--- src/rtl/ap_prof_pkg.sv ---
// Shared types for the ap_ctrl_hs transaction profiler: FSM states, record layout, saturation helper.
// Record carries a start timestamp only when AP_TXN_PROFILER_TIMESTAMP_EN is defined.
package ap_prof_pkg;

   localparam int DROP_W     = 8;
   localparam int SAT_W      = 32;
   localparam int REC_CNT_W  = 32;
   localparam int REC_ITER_W = 16;
   localparam int REC_TS_W   = 48;

   typedef enum logic {IDLE, BUSY} state_t;

   // Field widths are the maximum supported; narrower counters are zero-extended into them.
   typedef struct packed {
`ifdef AP_TXN_PROFILER_TIMESTAMP_EN
      logic [REC_TS_W-1:0]   timestamp;
`endif
      logic [REC_CNT_W-1:0]  latency;
      logic [REC_ITER_W-1:0] iters_in;
      logic [REC_ITER_W-1:0] iters_out;
      logic [REC_CNT_W-1:0]  stalls;
   } prof_rec_t;

   function automatic logic [SAT_W-1:0] sat_inc(input logic [SAT_W-1:0] v,
                                                input logic [SAT_W-1:0] max,
                                                input logic             en);
      return (en && (v != max)) ? v + SAT_W'(1) : v;
   endfunction

endpackage

--- src/rtl/prof_rec_fifo.sv ---
// First-word-fall-through FIFO of profiler records; head entry is always presented on rdata.
// Pointers carry an extra MSB so full and empty are distinguishable without a counter.
module prof_rec_fifo
   import ap_prof_pkg::*;
#(
   parameter int DEPTH = 4
) (
   input  logic      clock,
   input  logic      reset,
   input  logic      push,
   input  prof_rec_t wdata,
   input  logic      pop,
   output prof_rec_t rdata,
   output logic      full,
   output logic      empty
);

   localparam int            AW      = $clog2(DEPTH);
   localparam logic [AW:0]   PTR_ONE = (AW + 1)'(1);

   prof_rec_t   mem [DEPTH];
   logic [AW:0] wr_ptr;
   logic [AW:0] rd_ptr;
   logic        do_push;
   logic        do_pop;

   assign empty   = (wr_ptr == rd_ptr);
   assign full    = (wr_ptr[AW] != rd_ptr[AW]) && (wr_ptr[AW-1:0] == rd_ptr[AW-1:0]);
   assign do_pop  = pop & ~empty;
   assign do_push = push & (~full | do_pop);
   assign rdata   = mem[rd_ptr[AW-1:0]];

   always_ff @(posedge clock or posedge reset) begin
      if (reset) begin
         wr_ptr <= '0;
         rd_ptr <= '0;
         // NOTE: the storage is reset on purpose so the record outputs read zero out of reset; at this depth it is only a few flops.
         for (int i = 0; i < DEPTH; i++) begin
            mem[i] <= '0;
         end
      end else begin
         // NOTE: non-blocking assignments keep every register update in this edge based on pre-edge values.
         if (do_push) begin
            mem[wr_ptr[AW-1:0]] <= wdata;
            wr_ptr              <= wr_ptr + PTR_ONE;
         end
         if (do_pop) begin
            rd_ptr <= rd_ptr + PTR_ONE;
         end
      end
   end

endmodule

--- src/rtl/ap_txn_profiler.sv ---
// Profiles ap_ctrl_hs transactions of one HLS kernel and streams one statistics record per transaction.
// Define AP_TXN_PROFILER_TIMESTAMP_EN to add a free-running cycle counter and rec_timestamp.
module ap_txn_profiler
   import ap_prof_pkg::*;
#(
   parameter int CNT_W      = 32,
   parameter int ITER_W     = 16,
   parameter int FIFO_DEPTH = 4,
   parameter int TS_W       = 48
) (
   input  logic              clock,
   input  logic              reset,
   input  logic              ap_start,
   input  logic              ap_ready,
   input  logic              ap_done,
   input  logic              iter_start,
   input  logic              iter_end,
   input  logic              stall,
   output logic              rec_valid,
   input  logic              rec_ready,
   output logic [CNT_W-1:0]  rec_latency,
   output logic [ITER_W-1:0] rec_iters_in,
   output logic [ITER_W-1:0] rec_iters_out,
   output logic [CNT_W-1:0]  rec_stalls,
   output logic              busy,
   output logic              overflow,
   output logic [DROP_W-1:0] drop_cnt
`ifdef AP_TXN_PROFILER_TIMESTAMP_EN
   ,
   output logic [TS_W-1:0]   rec_timestamp
`endif
);

   if (CNT_W > REC_CNT_W || ITER_W > REC_ITER_W || TS_W > REC_TS_W ||
       FIFO_DEPTH < 2 || (FIFO_DEPTH & (FIFO_DEPTH - 1)) != 0) begin : g_bad_params
      $error("ap_txn_profiler: unsupported parameter combination");
   end

   localparam logic [SAT_W-1:0] CNT_MAX  = SAT_W'({CNT_W{1'b1}});
   localparam logic [SAT_W-1:0] ITER_MAX = SAT_W'({ITER_W{1'b1}});
   localparam logic [SAT_W-1:0] DROP_MAX = SAT_W'({DROP_W{1'b1}});

   state_t            state;
   logic [CNT_W-1:0]  lat_q, stall_q, base_lat, base_stall, cur_lat, cur_stall;
   logic [ITER_W-1:0] in_q, out_q, base_in, base_out, cur_in, cur_out;
   logic              in_busy, new_txn, done_cyc, pop, drop;
   logic              fifo_full, fifo_empty;
   prof_rec_t         rec_in, head;

   // ap_ready carries nothing the profile needs; the FSM window alone qualifies iterations.
   logic unused_ap_ready;
   assign unused_ap_ready = ap_ready;

   assign in_busy  = (state == BUSY);
   assign done_cyc = (in_busy | ap_start) & ap_done;
   // A start coinciding with done in IDLE is a one-cycle transaction, not a new one.
   assign new_txn  = in_busy ? (ap_done & ap_start) : (ap_start & ~ap_done);
   assign pop      = rec_valid & rec_ready;
   assign drop     = done_cyc & fifo_full & ~pop;

`ifdef AP_TXN_PROFILER_TIMESTAMP_EN
   logic [TS_W-1:0] ts_q, start_ts_q;

   always_ff @(posedge clock or posedge reset) begin
      if (reset) begin
         ts_q       <= '0;
         start_ts_q <= '0;
      end else begin
         ts_q <= ts_q + TS_W'(1);
         if (new_txn) begin
            start_ts_q <= ts_q;
         end
      end
   end
`endif

   always_comb begin
      // NOTE: every variable gets a default before any branch so no path leaves it unassigned and infers a latch.
      base_lat   = '0;
      base_in    = '0;
      base_out   = '0;
      base_stall = '0;
      if (in_busy) begin
         base_lat   = lat_q;
         base_in    = in_q;
         base_out   = out_q;
         base_stall = stall_q;
      end
      cur_lat   = CNT_W'(sat_inc(SAT_W'(base_lat), CNT_MAX, 1'b1));
      cur_in    = ITER_W'(sat_inc(SAT_W'(base_in), ITER_MAX, iter_start));
      cur_out   = ITER_W'(sat_inc(SAT_W'(base_out), ITER_MAX, iter_end));
      cur_stall = CNT_W'(sat_inc(SAT_W'(base_stall), CNT_MAX, stall));

      rec_in           = '0;
      rec_in.latency   = REC_CNT_W'(cur_lat);
      rec_in.iters_in  = REC_ITER_W'(cur_in);
      rec_in.iters_out = REC_ITER_W'(cur_out);
      rec_in.stalls    = REC_CNT_W'(cur_stall);
`ifdef AP_TXN_PROFILER_TIMESTAMP_EN
      rec_in.timestamp = REC_TS_W'(in_busy ? start_ts_q : ts_q);
`endif
   end

   always_ff @(posedge clock or posedge reset) begin
      if (reset) begin
         state    <= IDLE;
         lat_q    <= '0;
         in_q     <= '0;
         out_q    <= '0;
         stall_q  <= '0;
         overflow <= 1'b0;
         drop_cnt <= '0;
      end else begin
         if (new_txn) begin
            state   <= BUSY;
            lat_q   <= CNT_W'(1);
            in_q    <= ITER_W'(iter_start);
            out_q   <= ITER_W'(iter_end);
            stall_q <= CNT_W'(stall);
         end else if (done_cyc) begin
            state   <= IDLE;
            lat_q   <= '0;
            in_q    <= '0;
            out_q   <= '0;
            stall_q <= '0;
         end else if (in_busy) begin
            lat_q   <= cur_lat;
            in_q    <= cur_in;
            out_q   <= cur_out;
            stall_q <= cur_stall;
         end
         if (drop) begin
            overflow <= 1'b1;
            drop_cnt <= DROP_W'(sat_inc(SAT_W'(drop_cnt), DROP_MAX, 1'b1));
         end
      end
   end

   prof_rec_fifo #(.DEPTH(FIFO_DEPTH)) u_fifo (
      .clock (clock),
      .reset (reset),
      .push  (done_cyc),
      .wdata (rec_in),
      .pop   (pop),
      .rdata (head),
      .full  (fifo_full),
      .empty (fifo_empty)
   );

   assign busy          = in_busy;
   assign rec_valid     = ~fifo_empty;
   assign rec_latency   = head.latency[CNT_W-1:0];
   assign rec_iters_in  = head.iters_in[ITER_W-1:0];
   assign rec_iters_out = head.iters_out[ITER_W-1:0];
   assign rec_stalls    = head.stalls[CNT_W-1:0];
`ifdef AP_TXN_PROFILER_TIMESTAMP_EN
   assign rec_timestamp = head.timestamp[TS_W-1:0];
`endif

endmodule

--- config.mk ---
export PLATFORM = sky130hd
export DESIGN_NAME = ap_txn_profiler
export DESIGN_NICKNAME = d
export VERILOG_FILES = /design/src/rtl/ap_prof_pkg.sv /design/src/rtl/prof_rec_fifo.sv /design/src/rtl/ap_txn_profiler.sv
export SDC_FILE = /design/constraint.sdc
export NUM_CORES = 1
export LEC_CHECK = 0
export CAP_MARGIN = 30
export CELL_PAD_IN_SITES_DETAIL_PLACEMENT = 1
export CELL_PAD_IN_SITES_GLOBAL_PLACEMENT = 1
export CORE_AREA = 2 2 200 251
export CTS_BUF_LIST = sky130_fd_sc_hd__clkbuf_8
export DETAILED_ROUTE_END_ITERATION = 10
export DIE_AREA = 0 0 202 253
export PLACE_DENSITY_LB_ADDON = 0.25
export REMOVE_ABC_BUFFERS = 1
export SLEW_MARGIN = 0
export SYNTH_ARGS = -nofsm -noshare
export SYNTH_HDL_FRONTEND = slang
export SYNTH_SLANG_ARGS = --single-unit
--- constraint.sdc ---
create_clock -name clock -period 21.6 [get_ports clock]
set_clock_uncertainty 0.1 [all_clocks]
set_input_delay 4.32 -clock clock [delete_from_list [all_inputs] [get_ports clock]]
set_output_delay 4.32 -clock clock [all_outputs]
set_load 0.01 [all_outputs]
* Word level (Yosys, flattened, before mapping)
Index checks and enable logic that the tools add are counted.
Word-level totals: register bits after elaboration 496, word-level logic and storage cells 96
Operators by class: add/subtract/negate cells 7, order comparisons 3, equality and inequality tests 8, muxes and demuxes 29, bitwise logic cells 16, reduce and logical (&&, ||, !) cells 8
Operators by type and width (number):
- 384-bit bitwise mux | 1
- 32-bit two-way mux | 10
- 96-bit two-way mux | 3
- 96-bit binary-select mux with 2-bit select | 1
- 96-bit demux with 2-bit select | 1
- 16-bit two-way mux | 10
- 32-bit by 1-bit adder with 32-bit output, second input constant | 2
- 32-bit != test, second input constant | 2
- 16-bit by 1-bit adder with 16-bit output, second input constant | 2
- 16-bit != test, second input constant | 2
- 8-bit by 1-bit adder with 8-bit output, second input constant | 1
- 1-bit bitwise AND | 8
- 8-bit != test, second input constant | 1
- 3-bit by 1-bit adder with 3-bit output, second input constant | 2
- 3-bit >= comparator, second input constant | 2
- 2-bit NOT with 3-bit output | 2
- 1-bit logical AND | 5
- 1-bit NOT | 4
- 3-bit equality test | 1
- 3-bit by 1-bit less-than comparator with 1-bit output, second input constant | 1
- 1-bit two-way mux | 3
- 3-bit nonzero test | 1
- 2-bit equality test | 1
- 1-bit OR | 2
- 3 further kinds | 3

* Longest topological paths before layout
depth in word-level cells 7, gate-level depth with buffers 16, mapped depth without buffers 9

* Hierarchy
From an unflattened synthesis, not the netlist that was laid out.
Unflattened totals: cell total of the unflattened synthesis 1981, area, all modules 25170.4 sq um
Modules (own cells, without submodules):
- prof_rec_fifo | times used 1, cells an instance 965, area an instance 16970.0 sq um
- ap_txn_profiler | times used 1, cells an instance 1016, area an instance 8200.4 sq um

* Worst setup path before layout
OpenSTA, ideal clock, no wires.
path type input to register, start point in iter_start, end point reg u_fifo.mem[156] in the netlist's numbering, setup time 125 ps, data arrival time 6004 ps, slack 15371 ps, cell stages on the path 7, buffers on the path 1, cells stage by stage clkbuf_1 > inv_1 > or4_1 > nor4b_2 > xnor2_1 > nor2_1 > mux2_2
On the way: longest elaborated chain between the ends 3
Ends and longest elaborated chain:
- start: declaration | RTL line ap_txn_profiler.sv:16 | input logic iter_start,
- 1-bit logical AND | RTL line ap_prof_pkg.sv:27 | return (en && (v != max)) ? v + SAT_W'(1) : v;
- 16-bit two-way mux | RTL line ap_prof_pkg.sv:27
- 384-bit bitwise mux | RTL line prof_rec_fifo.sv:44 | mem[wr_ptr[AW-1:0]] <= wdata;
- end signal: indexed assignment | RTL line prof_rec_fifo.sv:44
- end: declaration | RTL line prof_rec_fifo.sv:21 | prof_rec_t mem [DEPTH];
Every way passes these cells. A chain may end at the register's enable or synchronous reset.

* Worst setup path in the final report
start point reg u_fifo.rd_ptr[1], end point out rec_stalls[4]
On the way: longest elaborated chain between the ends 4
Ends and longest elaborated chain:
- start: declaration | RTL line prof_rec_fifo.sv:23 | logic [AW:0] rd_ptr;
- start signal: assignment | RTL line prof_rec_fifo.sv:48 | rd_ptr <= rd_ptr + PTR_ONE;
- 2-bit NOT with 3-bit output (implied by the code) | RTL line prof_rec_fifo.sv:31 | assign rdata = mem[rd_ptr[AW-1:0]];
- 96-bit binary-select mux with 2-bit select | RTL line prof_rec_fifo.sv:31
- 96-bit two-way mux (implied by the code) (2 in series) | RTL line prof_rec_fifo.sv:31
- end: declaration | RTL line ap_txn_profiler.sv:24 | output logic [CNT_W-1:0] rec_stalls,
Every way passes these cells. The select of a mux whose other input is x is not followed.

==> results_tabular.tex <==
\begin{tabular}{lr}
\hline
Metric & Value \\
\hline
\multicolumn{2}{l}{\textbf{Run status}} \\
Result of the run & finished, final reports clean \\
\multicolumn{2}{l}{\textbf{Synthesis}} \\
Ys Warns & 0 \\
Count of state elements after synthesis & slightly below 500 \\
Synth unique cells & 77 \\
Seq/Total Area, Yosys & about half \\
Primary FF master, synth & dfrtp\_1 \\
Share of synthesized flip-flops with an asynchronous set or reset & 100\% \\
Cells after Synth & about 2300 \\
Mean instance size in the synthesized netlist & 10.4 sq um \\
Number of flops mapped to enable cells by yosys & 0 \\
Post-synth design cell area & roughly 24000 sq um \\
\multicolumn{2}{l}{\textbf{Drt}} \\
Routed via count & approximately 19000 \\
Sum of routed wire length over all layers & approximately 66 mm \\
Wire length per cell & between 20 and 25 microns \\
Detailed-routing iteration count for the pre-antenna-repair pass & 6 \\
Avg Vias per Cell & 6.01 \\
Post-route ant nets & 0 \\
Drt first-iter violations & slightly above 1000 \\
Number of remaining DRC errors & 0 \\
\multicolumn{2}{l}{\textbf{STA}} \\
Worst relative slew slack & approximately 29\% \\
Fmax achieved & roughly 120 MHz \\
Final setup violating endpoints & 0 \\
Setup TNS Final & 0 ns \\
Post-route minimum period & 8.66 ns \\
Final period util & between 40\% and 50\% \\
Total count of max-transition violations in the final report & 0 \\
RSZ-0062 raised after global routing & false \\
Final hold viol count & 0 \\
Transition time at the pin with the least slew margin & about 1.1 ns \\
\multicolumn{2}{l}{\textbf{Finish}} \\
Leading cell type in the layout, fill and taps excluded & dfrtp\_1 \\
Share of cells above drive strength 1 & roughly 14\% \\
Filler Cell Count & $\sim$5200 \\
Seq. cell area & 12400 sq um \\
Area of the multi-input gates & approximately 11000 sq um \\
Most frequent cells in the layout & dfrtp\_1 (493), nand2\_1 (491), o21ai\_0 (376), clkdlybuf4s50\_1 (114), clkbuf\_8 (105) \\
Nets & 2387 \\
Synthesis-to-layout area growth & 13.2\% \\
\multicolumn{2}{l}{\textbf{Setup path}} \\
Critical-path cell list & buf\_4 > buf\_4 > mux4\_2 > clkdlybuf4s50\_1 \\
Data required time at the worst endpoint & $\sim$17 ns \\
Worst path max stage delay & around 0.76 ns \\
Data arrival at the endpoint of the critical path & roughly 4.2 ns \\
Crit path kind & flip-flop to primary output \\
Worst Setup Start Kind & flip-flop \\
Slowest-stage cell, CP & dfrtp\_4 \\
Critical Path Sink Type & primary output \\
Crit path max fanout & 40 \\
Most Frequent Cell on Critical Path & buf\_4 \\
\multicolumn{2}{l}{\textbf{GRT}} \\
Largest net degree at the start of global routing & 172 \\
First-pass GRT wire length & about 110 mm \\
Number of global-route vias before repair & 20400 \\
Global Route Usage Sum & 26.7\% \\
Number of antenna violations at the first check in global routing & 1 \\
GR Overflow Total & 0 \\
\multicolumn{2}{l}{\textbf{Placement}} \\
Final estimated routing congestion in global placement & between 0.8 and 0.9 \\
HPWL after detailed placement & between 40 and 50 mm \\
Port Buffer Count & roughly 110 \\
\multicolumn{2}{l}{\textbf{Clock network}} \\
Clock-pin slew on the worst setup and hold paths & approximately 0.06 ns \\
Hold-fix buffers, CTS & 0 \\
Quantity of gates resized following cts & 0 \\
Worst-case clock buffer depth & 3 \\
Total clock buffers created by CTS & between 80 and 90 \\
Worst skew pair latency & $\sim$0.69 ns \\
Maximum level of the CTS H-tree & 3 \\
Buffers inserted by post-CTS timing repair & 0 \\
Clock root buffer & clkbuf\_8 \\
Clk sinks & $\sim$500 \\
Clock tree from TritonCTS & yes \\
\multicolumn{2}{l}{\textbf{Hold path}} \\
Path type of the worst min-delay path & flip-flop to flip-flop \\
\multicolumn{2}{l}{\textbf{Power and ir drop}} \\
Sum of internal, switching and leakage power & 2390 uW \\
Maximum vdd ir drop & a little under 0.1 mV \\
Leak Pwr & 0.0115 uW \\
Power Density & about 88 nW/um\^{}2 \\
\multicolumn{2}{l}{\textbf{Die}} \\
Num rows & 91 \\
Die Span Y & 253 microns \\
Starting utilization of the core area & 49.2\% \\
Area of the core region & approximately 50000 sq um \\
I/O pin count & approximately 120 \\
Die X-Extent & just over 200 microns \\
Floorplan die area & around 51000 sq um \\
\multicolumn{2}{l}{\textbf{Job}} \\
Max-capacitance violation count & 0 \\
\hline
\end{tabular}
## final timing paths
path	start	end	slack, ns	depth (start not counted)
max	u_fifo.rd_ptr[1]$_DFFE_PP0P_	rec_stalls[4]	12.94	4
min	u_fifo.mem[264]$_DFFE_PP0P_	u_fifo.mem[264]$_DFFE_PP0P_	0.37	2
max reg2reg	u_fifo.rd_ptr[1]$_DFFE_PP0P_	u_fifo.mem[247]$_DFFE_PP0P_	16.77	9
min reg2reg	u_fifo.mem[264]$_DFFE_PP0P_	u_fifo.mem[264]$_DFFE_PP0P_	0.37	2
max in group asynchronous	reset	u_fifo.mem[95]$_DFFE_PP0P_	15.21	6
min in group asynchronous	reset	u_fifo.mem[224]$_DFFE_PP0P_	3.85	2
## where the power goes
| group | total, uW | switching [uW] | internal [uW] |
|---|---|---|---|
| clock network | 820 | 385 | 436 |
| logic | 528 | 331 | 198 |
| registers | 1040 | 60.0 | 983 |
## metal layers
layer,vias up,GRT usage (%),wire length [microns]
li1,8411,-,-
met1,9600,34.4,28300
met2,397,46.4,33700
met3,128,3.58,2690
met4,0,9.77,1810
met5,-,0,0
## flip-flops by register name, indices dropped and copies added, names as in the netlist
register / count
overflow: 1
u_fifo.rd_ptr: 3
busy: 1
in_q: 16
u_fifo.wr_ptr: 3
u_fifo.mem: 384
out_q: 16
lat_q: 32
drop_cnt: 8
stall_q: 32
## critical path, delay by kind of cell, from the launching register on
| family | cells | cell delay, ns |
|---|---|---|
| flops | 1 | 0.76 |
| buf+inv | 3 | 2.02 |
| mux | 1 | 0.68 |
## per-stage QoR
step	util [%]	cells	area (sq um)	setup WS, ns	hold slack, ns
after floorplan	-	2146	23200	3.33	0.333
after global placement	52.1	2932	25400	13.16	0.348
after detailed placement	52.2	2934	25500	13.15	0.360
after CTS	55.5	3079	27100	12.83	0.374
after global routing	55.7	3083	27200	12.70	0.394
final	55.7	3083	27200	12.94	0.374
## kinds of logic (layout without fill, tap and decap cells)
family	Yosys count	count (layout)	synth area share, %
AOI/OAI and AO/OA	578	578	14.3
xor gates and xnor gates	85	85	3.10
adders and majority gates	9	9	0.469
buffers and inverters	186	302	3.48
DFF	496	496	51.7
muxes	150	150	11.5
other	0	1	0
and+or+nand+nor	811	811	15.5
## area by class of cell
| cell class | instances | share of cell area, % |
|---|---|---|
| multi-input cells | 1633 | 39.8 |
| repair buffers | 140 | 5.25 |
| inverters | 17 | 0.262 |
| flip-flops and latches | 496 | 45.7 |
| clock buffers | 105 | 5.31 |
| well taps | 651 | 3.00 |
| diodes | 1 | 0.00920 |
| clock inverters | 40 | 0.672 |
## synthesized netlist by cell type (5+ instances only)
| master | count | share of area (%) |
|---|---|---|
| nand3_1 | 75 | 1.6 |
| xnor2_1 | 44 | 1.6 |
| nor2_1 | 67 | 1.0 |
| xor2_1 | 41 | 1.5 |
| o31ai_1 | 25 | 0.78 |
| ha_1 | 9 | 0.47 |
| clkbuf_8 | 5 | 0.29 |
| buf_1 | 21 | 0.33 |
| o211ai_1 | 9 | 0.28 |
| mux2_2 | 47 | 2.2 |
| a22o_1 | 14 | 0.51 |
| a31oi_1 | 40 | 1.0 |
| mux2i_1 | 7 | 0.29 |
| buf_2 | 35 | 0.73 |
| and4_1 | 16 | 0.58 |
| a21oi_1 | 42 | 0.87 |
| inv_1 | 17 | 0.27 |
| nor4_1 | 17 | 0.44 |
| clkbuf_1 | 98 | 1.5 |
| o21ai_0 | 376 | 7.8 |
| a32o_1 | 6 | 0.25 |
| nand4_1 | 35 | 0.91 |
| a41oi_1 | 7 | 0.26 |
| nand2_1 | 494 | 7.7 |
| or3_1 | 10 | 0.26 |
| or2_2 | 5 | 0.13 |
| mux4_2 | 96 | 9.0 |
| or4_1 | 5 | 0.16 |
| nor3_1 | 22 | 0.46 |
| and3_1 | 20 | 0.52 |
| dfrtp_1 | 496 | 52 |
| a21o_1 | 8 | 0.25 |
| and2_1 | 19 | 0.49 |
Note: power is estimated with default switching activity, not from simulation.
